[src/rtl/regf_pkg.sv]
// Shared types for the integer register-file writeback path.
//   XLEN       - data width of one register
//   NREG       - number of architectural registers
//   reg_addr_t - register index
//   wb_entry_t - one pending register write {rd, data}
package regf_pkg;

   localparam int XLEN = 32;
   localparam int NREG = 32;

   typedef logic [4:0] reg_addr_t;

   typedef struct packed {
      reg_addr_t       rd;
      logic [XLEN-1:0] data;
   } wb_entry_t;

endpackage

[src/rtl/regf_writeback_wb_fifo.sv]
// Small synchronous FIFO of wb_entry_t holding long-latency results until
// the register-file write slot is free.
//   clk, rst     - clock, synchronous active-high reset
//   push, wr_ent - enqueue request and entry (ignored when full)
//   pop          - dequeue request (ignored when empty)
//   head         - entry at the front of the queue
//   full, empty  - occupancy flags
//   count        - number of stored entries
module wb_fifo
   import regf_pkg::*;
#(
   parameter  int DEPTH = 2,
   localparam int AW    = $clog2(DEPTH),
   localparam int CW    = AW + 1
) (
   input  logic          clk,
   input  logic          rst,
   input  logic          push,
   input  wb_entry_t     wr_ent,
   input  logic          pop,
   output wb_entry_t     head,
   output logic          full,
   output logic          empty,
   output logic [CW-1:0] count
);

   wb_entry_t        mem [DEPTH];
   logic [AW-1:0]    wr_ptr;
   logic [AW-1:0]    rd_ptr;
   logic             do_push;
   logic             do_pop;

   assign full    = (count == CW'(DEPTH));
   assign empty   = (count == '0);
   assign do_push = push && !full;
   assign do_pop  = pop && !empty;
   assign head    = mem[rd_ptr];

   // DEPTH is a power of two, so the pointers wrap by plain overflow.
   always_ff @(posedge clk) begin
      if (rst) begin
         wr_ptr <= '0;
         rd_ptr <= '0;
         count  <= '0;
      end else begin
         if (do_push) wr_ptr <= wr_ptr + AW'(1);
         if (do_pop)  rd_ptr <= rd_ptr + AW'(1);
         count <= count + CW'(do_push) - CW'(do_pop);
      end
   end

   always_ff @(posedge clk) begin
      if (do_push) mem[wr_ptr] <= wr_ent;
   end

endmodule

[src/rtl/regf_writeback.sv]
// Writeback stage driving the single write port of the integer register file.
// ALU results own the write slot; long-latency results are queued and drain
// in order whenever the ALU leaves the slot free. A pending-write scoreboard
// lets issue logic stall on RAW/WAW hazards.
//   clk, rst                      - clock, synchronous active-high reset
//   alu_valid/alu_rd/alu_data     - single-cycle ALU result (always accepted)
//   issue_valid/issue_rd          - long-latency op issued, marks rd pending
//   lu_valid/lu_ready/lu_rd/lu_data - long-latency result handshake
//   write_regf_en/addr_rd/rd_value - registered register-file write port
//   busy                          - pending-write bitmap
//   lq_count                      - result queue occupancy
//   err                           - sticky protocol-violation flag
module regf_writeback
   import regf_pkg::*;
#(
   parameter  int XLEN     = regf_pkg::XLEN,
   parameter  int NREG     = regf_pkg::NREG,
   parameter  int LQ_DEPTH = 2,
   localparam int CW       = $clog2(LQ_DEPTH) + 1
) (
   input  logic            clk,
   input  logic            rst,
   input  logic            alu_valid,
   input  reg_addr_t       alu_rd,
   input  logic [XLEN-1:0] alu_data,
   input  logic            issue_valid,
   input  reg_addr_t       issue_rd,
   input  logic            lu_valid,
   output logic            lu_ready,
   input  reg_addr_t       lu_rd,
   input  logic [XLEN-1:0] lu_data,
   output logic            write_regf_en,
   output reg_addr_t       addr_rd,
   output logic [XLEN-1:0] rd_value,
   output logic [NREG-1:0] busy,
   output logic [CW-1:0]   lq_count,
   output logic            err
);

   logic            alu_take;
   logic            lu_push;
   logic            lq_pop;
   logic            lq_full;
   logic            lq_empty;
   wb_entry_t       lq_head;
   wb_entry_t       lu_entry;

   logic            wen_nxt;
   reg_addr_t       addr_nxt;
   logic [XLEN-1:0] data_nxt;
   logic [NREG-1:0] busy_nxt;
   logic            err_nxt;

   // Writes to x0 are discarded, so such an ALU result leaves the slot free.
   assign alu_take = alu_valid && (alu_rd != '0);

   // Readiness looks only at current occupancy: a full queue refuses even
   // when it is draining this cycle, which keeps lu_ready off the pop path.
   assign lu_ready = !rst && !lq_full;
   assign lu_push  = lu_valid && lu_ready;
   assign lq_pop   = !alu_take && !lq_empty;
   assign lu_entry = '{rd: lu_rd, data: lu_data};

   wb_fifo #(
      .DEPTH (LQ_DEPTH)
   ) u_lq (
      .clk    (clk),
      .rst    (rst),
      .push   (lu_push),
      .wr_ent (lu_entry),
      .pop    (lq_pop),
      .head   (lq_head),
      .full   (lq_full),
      .empty  (lq_empty),
      .count  (lq_count)
   );

   always_comb begin
      wen_nxt  = 1'b0;
      addr_nxt = addr_rd;
      data_nxt = rd_value;
      busy_nxt = busy;
      err_nxt  = err;

      if (alu_take) begin
         wen_nxt  = 1'b1;
         addr_nxt = alu_rd;
         data_nxt = alu_data;
      end else if (lq_pop && (lq_head.rd != '0)) begin
         wen_nxt  = 1'b1;
         addr_nxt = lq_head.rd;
         data_nxt = lq_head.data;
         busy_nxt[lq_head.rd] = 1'b0;
      end

      // Set after clear so a same-cycle re-issue to the draining rd stays pending.
      if (issue_valid && (issue_rd != '0)) busy_nxt[issue_rd] = 1'b1;
      busy_nxt[0] = 1'b0;

      if ((issue_valid && (issue_rd != '0) && busy[issue_rd]) ||
          (alu_take && busy[alu_rd]) ||
          (lu_push && !busy[lu_rd]))
         err_nxt = 1'b1;
   end

   always_ff @(posedge clk) begin
      if (rst) begin
         write_regf_en <= 1'b0;
         addr_rd       <= '0;
         rd_value      <= '0;
         busy          <= '0;
         err           <= 1'b0;
      end else begin
         write_regf_en <= wen_nxt;
         addr_rd       <= addr_nxt;
         rd_value      <= data_nxt;
         busy          <= busy_nxt;
         err           <= err_nxt;
      end
   end

endmodule

[config.mk]
export PLATFORM = sky130hd
export DESIGN_NAME = regf_writeback
export DESIGN_NICKNAME = d
export VERILOG_FILES = /design/src/rtl/regf_pkg.sv /design/src/rtl/regf_writeback_wb_fifo.sv /design/src/rtl/regf_writeback.sv
export SDC_FILE = /design/constraint.sdc
export NUM_CORES = 1
export LEC_CHECK = 0
export CAP_MARGIN = 10
export CORE_MARGIN = 8
export CORE_UTILIZATION = 54
export CTS_CLUSTER_SIZE = 28
export DETAILED_ROUTE_END_ITERATION = 8
export GPL_TIMING_DRIVEN = 1
export PLACE_DENSITY_LB_ADDON = 0.05
export SYNTH_ARGS = -nofsm -noshare
export SYNTH_HDL_FRONTEND = slang
export SYNTH_HIERARCHICAL = 1
export SYNTH_SLANG_ARGS = --single-unit
export TNS_END_PERCENT = 30
[constraint.sdc]
create_clock -name clk -period 7.4 [get_ports clk]
set_input_delay 2.22 -clock clk [delete_from_list [all_inputs] [get_ports clk]]
set_output_delay 2.22 -clock clk [all_outputs]
set_load 0.02 [all_outputs]
# Yosys cells after proc, flatten, opt, wreduce, memory -nomap -nowiden
# Memory sizes are Yosys's and may differ from the RTL's. A register that Yosys moved wholly into a read port is not among the register bits.
# Cells that the tools add are included.
word_totals:
  regBits: 75
  latch_bits: 0
  ram_bits: 74
  romBits: 0
  in_bits: 84
  out_inout_bits: 74
  word_cells: 72
  memories: 1
memory_table:
  columns: ["memory", "depth", "word_bits", "rd", "rd_clocked_by_memory_dff", "wr", "line", "rtl"]
  rows:
  - ["u_lq.mem", 2, 37, 1, 1, 1, "regf_writeback_wb_fifo.sv:27", "wb_entry_t mem [DEPTH];"]
op_classes:
  n_addsub: 4
  multipliers: 0
  div: 0
  magnitude_cmp: 6
  eq_ne: 1
  n_shift: 0
  mux: 23
  n_bitwise: 3
  n_reduce_logical: 25
op_table:
  columns: ["cell", "count"]
  rows:
  - ["$mux W32", 5]
  - ["$and A32 B32 Y32", 1]
  - ["$not A32 Y32", 1]
  - ["$or A32 B32 Y32", 1]
  - ["$lt A5 B6 Y1 const B", 4]
  - ["$bmux W1 S5", 3]
  - ["$reduce_bool A5 Y1", 3]
  - ["$logic_and A1 B1 Y1", 13]
  - ["$mux W1", 11]
  - ["$demux W1 S5", 2]
  - ["$ge A5 B1 Y1 const B", 2]
  - ["$mux W5", 2]
  - ["$logic_not A1 Y1", 5]
  - ["$add A1 B1 Y1 const B", 2]
  - ["$add A2 B1 Y2", 1]
  - ["$eq A2 B2 Y1 const B", 1]
  - ["$logic_not A2 Y1", 1]
  - ["$logic_or A1 B1 Y1", 2]
  - ["$reduce_bool A2 Y1", 1]
  - ["$sub A2 B1 Y2", 1]

# Logic depth before layout (Yosys ltp)
# Gate-level depths: netlist of the first run.
depth:
  depth_word: 10
  depth_mapped: 11
  ltp_nobuf: 11

# Cells and area by module
# The synthesis of the first run kept the hierarchy.
modules_own_cells:
  columns: ["mod", "n_inst", "cells_per_inst", "area_each_um2", "seq_area_each_um2"]
  rows:
  - ["regf_writeback", 1, 419, 3953.8, 1401.3]
  - ["wb_fifo", 1, 142, 2900.3, 2322.2]

# Least setup slack after synthesis of the first run
# No wires, ideal clock.
synth_timing:
  path_kind: "input to output"
  from: "input port rst"
  to: "output port lu_ready"
  arrival_ps: 2689
  t_required_ps: 5180
  path_slack_ps: 2491
  cell_stages: 2
  path_buffers: 1
  path_cell_list: "clkbuf_1 > nor2_1"
synth_between:
  elab_chain_len: 2
synth_rtl:
  columns: ["element", "line", "rtl"]
  rows:
  - ["from (decl)", "regf_writeback.sv:22", "input logic rst,"]
  - ["$logic_not A1 Y1", "regf_writeback.sv:59", "assign lu_ready = !rst && !lq_full;"]
  - ["$logic_and A1 B1 Y1", "regf_writeback.sv:59", null]
  - ["to (decl)", "regf_writeback.sv:29", "output logic lu_ready,"]
# No other way between the ends.

# Final worst setup path of the first run
# Ends and elaborated chain as after synthesis.

==> results of run 1 <==
## registers in the layout, indices dropped and copies added (netlist names), named ones only
name,cells
u_lq/count,2
addr_rd,5
busy,31
u_lq/rd_ptr,1
u_lq/mem,74
rd_value,32
err,1
write_regf_en,1
u_lq/wr_ptr,1
## layer usage
metal | vias up | share of wire (%)
li1 | 2389 | -
met1 | 2491 | 42
met2 | 213 | 49
met3 | 27 | 7.2
met4 | 0 | 1.7
met5 | - | 0
## synth_stat cells, types with 5 or more instances
| cell | count | area share, % |
|---|---|---|
| o21ai_0 | 5 | 0.37 |
| buf_4 | 7 | 0.77 |
| dfxtp_1 | 75 | 22 |
| nand2b_1 | 5 | 0.46 |
| mux2_2 | 41 | 6.7 |
| buf_2 | 9 | 0.66 |
| nor3_1 | 6 | 0.44 |
| mux4_1 | 7 | 2.7 |
| nor2_1 | 56 | 3.1 |
| clkbuf_1 | 16 | 0.88 |
| edfxtp_1 | 74 | 32 |
| mux2i_1 | 37 | 5.4 |
| nand2_1 | 45 | 2.5 |
| a21oi_1 | 35 | 2.6 |
| a211oi_1 | 25 | 2.7 |
| nor2b_1 | 8 | 0.73 |
| mux4_2 | 14 | 4.6 |
| a211oi_2 | 10 | 1.8 |
| o21ai_1 | 32 | 2.3 |
## power groups by stage
stage | Clock, mW | Sequential [mW] | Combinational, mW
floorplan | 0 | 1.01 | 0.179
detailed placement | 0 | 0.977 | 0.378
finish | 0.870 | 0.960 | 0.378
CTS | 0.883 | 0.960 | 0.381
global route | 0.914 | 0.966 | 0.407
global placement | 0 | 0.974 | 0.371
## metrics by stage
step	instance area [µm²]	worst slack, ns	instances	utilization, %
global route	9050	2.09	886	72.3
global placement	8450	2.07	854	67.5
finish	9050	2.12	886	72.3
CTS	9050	2.11	886	72.3
floorplan	6850	2.49	561	-
detailed placement	8450	1.98	854	67.5
## logic make-up (layout without fill, tap and decap cells)
family	after synthesis	after routing	synth area share, %
flip-flops	149	149	54.3
AND/OR/NAND/NOR	143	143	10.2
AO/OA/AOI/OAI	122	122	12.0
multiplexers	99	99	19.4
buffers and inverters	43	196	3.40
adder cells (fa/ha/maj)	2	2	0.365
XOR/XNOR	2	2	0.256
other	1	1	0.0547
## final cells by class
type	instances	area, µm²
well taps	172	215
clock inverters	10	126
flip-flops and latches	149	3720
multi-input cells	369	2910
fillers	932	3470
clock buffers	22	474
inverters	4	15.0
repair buffers	160	1590
## path summary, 6_finish.rpt
kind	slack, ns	to	cells after the start	from
max reg2reg	4.17	rd_value[5]	7	flop
min reg2reg	0.50	rd_value[29]	2	rd_value[29]
min	0.50	rd_value[29]	2	rd_value[29]
max	2.12	lu_ready	3	rst
## worst max-delay path: cells and delay by family
kind	cells	cell delay, ns
buffers and inverters	2	0.73
AND/OR/NAND/NOR	1	0.11
==> key figures, run 1 <==
STA
  • Min cycle time layout: ~5.3 ns
  • Worst slew margin: about a third
  • Total Neg Setup Slack: 0 ns
  • Hold Vio Cnt, Final: 0
  • Fmax: 0.189 GHz
  • Pins over their slew limit: 0
  • Unrepaired setup endpoints after global routing: false
  • Final-report setup violation count: 0
  • Slew @ Worst Pin: approximately 0.98 ns
  • Fin Clk Skew: 0.00524 ns
  • Final period util: a little under three quarters
  • Final hold slack: a little under 0.5 ns

Route
  • Drt initial violations: 411
  • Vias/cell: 5.78
  • DR pass1 iterations: 6
  • Vias: 5,120
  • DRC: 0
  • Antenna viol nets, final: 0
  • Wire per inst: a little over 20 µm
  • Final wirelength: 18,300 µm

Critical path
  • CP max stage cell: clkdlybuf4s50_1
  • Max Fanout on Critical Path: 2
  • Crit path largest cell delay: 0.63 ns
  • Crit path required time: 5.18 ns
  • Setup CP Type: primary input to output pin
  • Arrival @ worst endpoint: 3.06 ns
  • CP endpoint kind: output pin
  • Crit-path cells: buf_2 -> nor2_1 -> clkdlybuf4s50_1
  • Startpoint types: primary input

Layout
  • Most frequent cells in the layout: 155 x clkdlybuf4s50_1, 74 x dfxtp_1, 74 x edfxtp_1
  • Leading cell type in the layout, fill and taps excluded: clkdlybuf4s50_1
  • Area Overhead vs Synth: 32.0%
  • N_diodes: 0
  • NumNets Final: 787
  • Share of layout cells above drive strength 1: 15.4%

Pwr
  • Flop pwr share: between 40% and 50%
  • Int Power: 1.66 mW
  • Combinational power share: 17.1%
  • Pleak: 3.23 nW
  • Clock power share: between 30 and 40%
  • Pwr/cell area: 244 mW/mm²
  • Tot Pwr: between 2 and 2.5 mW
  • Worst VDD drop: 0.000155 V
  • Switching Share: 25.0%
  • Sw Pwr: 0.551 mW

Placement
  • Hpwl dp: 12,200 µm
  • Gpl congestion: 0.946
  • Port Buffers: between 150 and 200

Clock tree
  • Postcts setup bufs: 0
  • CTS H-tree depth: 4
  • CTS tree: built
  • Clock buffer depth: 2
  • Clock latency on the worst-skew pair: 0.42 ns
  • Clock sink total: 149
  • Post_cts resized: 0
  • Total CTS buffers: 17
  • Hold-fix buffers, CTS: 0
  • Reg clk slew, reported paths: roughly 0.060 ns
  • Clock root cell: clkbuf_16

Die
  • Core ar.: 0.0125 mm²
  • Die area: 0.0166 mm²
  • Initial core utilization: a little over half
  • I/O Pins: 158
  • Die W: 129 µm
  • Row cnt: 41
  • Die Span Y: 129 µm

Synth
  • Avg Synthesized Cell Area: 12.2 µm²
  • Synth Flop Type: dfxtp_1
  • Synthesized flop and latch total: 149
  • Post-synthesis sequential area ratio: approximately 54%
  • Async SR Flop Fraction: 0%
  • EDFF count, synth: 74
  • Synth unique cells: 55
  • Post-Syn Area: 0.00685 mm²
  • Synthesized net count: 647
  • Syn. warnings: 6
  • Mapped Cells: 561

Global routing
  • Antenna violations before repair: 0
  • Total Routing Usage GR: about 22%
  • Busiest layer in global routing: met2
  • Pin count of the biggest net entering global routing: 77
  • Grt ovf: 0
  • Met3 usage: 6.08%
  • GR Util met2: a little under two fifths
  • First-pass GRT wire length: 28,400 µm
  • Met1 usage in global routing: 27.3%
  • Vias in the first global route: roughly 5,200

Worst hold path
  • Hold crit path type: flop to flop

Run status
  • Status: completed

Job
  • Max Cap Violations: 0
Note: power is estimated with default switching activity, not from simulation.
==> run 2: changes to the inputs <==
--- a/config.mk
+++ b/config.mk
@@ -7,7 +7,7 @@
 export LEC_CHECK = 0
 export CAP_MARGIN = 10
 export CORE_MARGIN = 8
-export CORE_UTILIZATION = 54
+export CORE_UTILIZATION = 50
 export CTS_CLUSTER_SIZE = 28
 export DETAILED_ROUTE_END_ITERATION = 8
 export GPL_TIMING_DRIVEN = 1
==> constraint.sdc (replaced) <==
create_clock -name clk -period 5.34 [get_ports clk]
set_input_delay 1.602 -clock clk [delete_from_list [all_inputs] [get_ports clk]]
set_output_delay 1.602 -clock clk [all_outputs]
set_load 0.02 [all_outputs]
==> run 2 against run 1 <==
  * Non-clock buffer count grew 5
  * Critical path depth unchanged
  * Die area is 7.0% higher
  * First-iteration DRC count decreased by 17%
  * Clock skew rose by 0.0064 ns
  * Register-to-register slack lost 2.1 ns
  * Power rose by 38%
  * Final cell count grew 1.0%
  * Routed wire length increased by 2.1%
  * Sequential power grew 39%
  * Flip-flop and latch count did not move
  * Clock power up 37%
==> key figures, run 2 (same netlist as run 1, synthesis figures left out) <==
Layout
  • Max reg flops: 74 (unchanged)
  • N_diodes: 0 (unchanged)
  • Top flop regs: u_lq/mem (74), rd_value (32), busy (31) (unchanged)
  • Area Overhead vs Synth: 32.4% (was 32.0%)
  • Leading cell type in the layout, fill and taps excluded: clkdlybuf4s50_1 (unchanged)
  • Share of layout cells above drive strength 1: 16.4% (was 15.4%)
  • Top reg by flops: u_lq/mem (unchanged)
  • Final instance area: 0.00908 mm² (was 0.00905 mm²)
  • Most frequent cells in the layout: 155 x clkdlybuf4s50_1, 74 x dfxtp_1, 74 x edfxtp_1 (unchanged)
  • NumNets Final: 792 (was 787)

Critical path
  • CP endpoint kind: output pin (unchanged)
  • Max Fanout on Critical Path: 2 (unchanged)
  • Setup CP Type: primary input to output pin (unchanged)
  • Worst reg2reg path depth: 7 (unchanged)
  • Reg2reg end: rd_value[16] (was rd_value[5])
  • Setup slack, reg-to-reg: 2.06 ns (was 4.17 ns)
  • Startpoint types: primary input (unchanged)
  • Arrival @ worst endpoint: 2.45 ns (was 3.06 ns)
  • Crit path required time: 3.74 ns (was 5.18 ns)

Pwr
  • Worst VDD drop: 0.000203 V (was 0.000155 V)
  • Pwr/cell area: 336 mW/mm² (was 244 mW/mm²)
  • Pleak: 3.24 nW (was 3.23 nW)

Worst hold path
  • Hold Startpoint: u_lq/wr_ptr (was rd_value[29])
  • Hold Crit Endpoint: u_lq/wr_ptr (was rd_value[29])
  • WHS Path Cells: 2 (unchanged)
  • Hold crit path type: flop to flop (unchanged)

Placement
  • Hpwl dp: 12,900 µm (was 12,200 µm)
  • Port Buffers: 156 (unchanged)
  • Gpl congestion: 0.920 (was 0.946)
  • Dpl ws: 1.01 ns (was 1.98 ns)
  • Placed cell area: 0.00849 mm² (was 0.00845 mm²)

Clock tree
  • Clock buffer depth: 2 (unchanged)
  • Total CTS buffers: 17 (unchanged)
  • Clock root cell: clkbuf_16 (unchanged)
  • Clock sink total: 149 (unchanged)
  • CTS H-tree depth: 4 (unchanged)
  • Clock latency on the worst-skew pair: 0.42 ns (about the same)
  • CTS tree: built (unchanged)
  • Postcts setup bufs: 0 (unchanged)
  • Post_cts resized: 0 (unchanged)
  • Reg clk slew, reported paths: 0.06 ns (about the same)
  • Hold-fix buffers, CTS: 0 (unchanged)

STA
  • Final period util: 75.8%
  • Unrepaired setup endpoints after global routing: false (unchanged)
  • Fin Clk Skew: 0.0116 ns (was 0.00524 ns)
  • Fmax: 0.247 GHz
  • Worst slew margin: 32.0% (was 34.5%)
  • Hold Vio Cnt, Final: 0 (unchanged)
  • Slew @ Worst Pin: 1.02 ns (was 0.982 ns)
  • PnR worst setup slack: 1.29 ns (was 2.12 ns)
  • Min cycle time layout: 4.05 ns
  • Total Neg Setup Slack: 0 ns (unchanged)
  • Final-report setup violation count: 0 (unchanged)
  • Final hold slack: 0.495 ns (was 0.497 ns)
  • Pins over their slew limit: 0 (unchanged)

Route
  • DRC: 0 (unchanged)
  • Wire per inst: 20.9 µm (was 20.6 µm)
  • M1 wire length: 7930 µm (was 7740 µm)
  • Final wirelength: 18,700 µm (was 18,300 µm)
  • Met2 wire len: 9120 µm (was 8930 µm)
  • Vias: 5,129 (was 5,120)
  • Top sig layer: met4 (unchanged)
  • Metal3 WL: 1320 µm (about the same)
  • Antenna viol nets, final: 0 (unchanged)
  • DR pass1 iterations: 5 (was 6)
  • Drt initial violations: 343 (was 411)
  • Vias/cell: 5.73 (was 5.78)

Die
  • I/O Pins: 158 (unchanged)
  • Die W: 133 µm (was 129 µm)
  • Core ar.: 0.0133 mm² (was 0.0125 mm²)
  • Row cnt: 42 (was 41)
  • Initial core utilization: 51.6% (was 54.8%)
  • Die Span Y: 133 µm (was 129 µm)
  • Die area: 0.0177 mm² (was 0.0166 mm²)

Global routing
  • First-pass GRT wire length: 29,400 µm (was 28,400 µm)
  • Grt ovf: 0 (unchanged)
  • Vias in the first global route: 5,405 (was 5,194)
  • Total Routing Usage GR: 21.0% (was 22.3%)
  • Pin count of the biggest net entering global routing: 77 (unchanged)
  • Antenna violations before repair: 0 (unchanged)

Job
  • Max Cap Violations: 0 (unchanged)

Run status
  • Status: completed (unchanged)
run 2: cell count changes in the layout (fill, tap and decap cells not counted), sizes merged:
cell,previous run,this run
clkinv,7,9
buf,5,10
clkbuf,22,17
clkinvlp,0,2
inv,4,5
run 2: critical path, stage by stage:
cell             delay (ns)
buf_2                  0.10
nor2_1                 0.11
clkdlybuf4s50_1        0.63
run 2: stage by stage:
stage	utilization, %	power [mW]	cells
global placement	63.9	1.87	863
global route	68.3	3.16	895
finish	68.3	3.05	895
CTS	68.3	3.07	895
detailed placement	63.9	1.88	863
floorplan	-	1.65	561
run 2: report_power, final:
part | total, mW | switching (mW) | internal [mW]
clock | 1.19 | 0.463 | 0.729
combinational | 0.531 | 0.282 | 0.249
sequential | 1.33 | 0.0443 | 1.28
run 2: worst max path at each step:
| stage | start | to | slack [ns] |
|---|---|---|---|
| floorplan | rst | u_lq/mem[0][0] | 1.49 |
| global route | rst | lu_ready | 1.23 |
| global placement | alu_rd[2] | busy[17] | 1.08 |
| finish | rst | lu_ready | 1.29 |
| CTS | rst | lu_ready | 1.27 |
| detailed placement | alu_rd[2] | busy[18] | 1.01 |
run 2: cell type report:
class,count,area [µm²]
fill,1019,4220
inverter,4,15.0
clock buffer,17,425
clock inverter,15,161
sequential,149,3720
tap,176,220
timing repair buffer,165,1620
multi-input combinational,369,2910
run 2: routing by layer:
layer / track usage (%) / vias to the layer above
li1: - / 2396
met1: 25.5 / 2502
met2: 34.7 / 211
met3: 6.59 / 20
met4: 7.07 / 0
met5: 0 / -
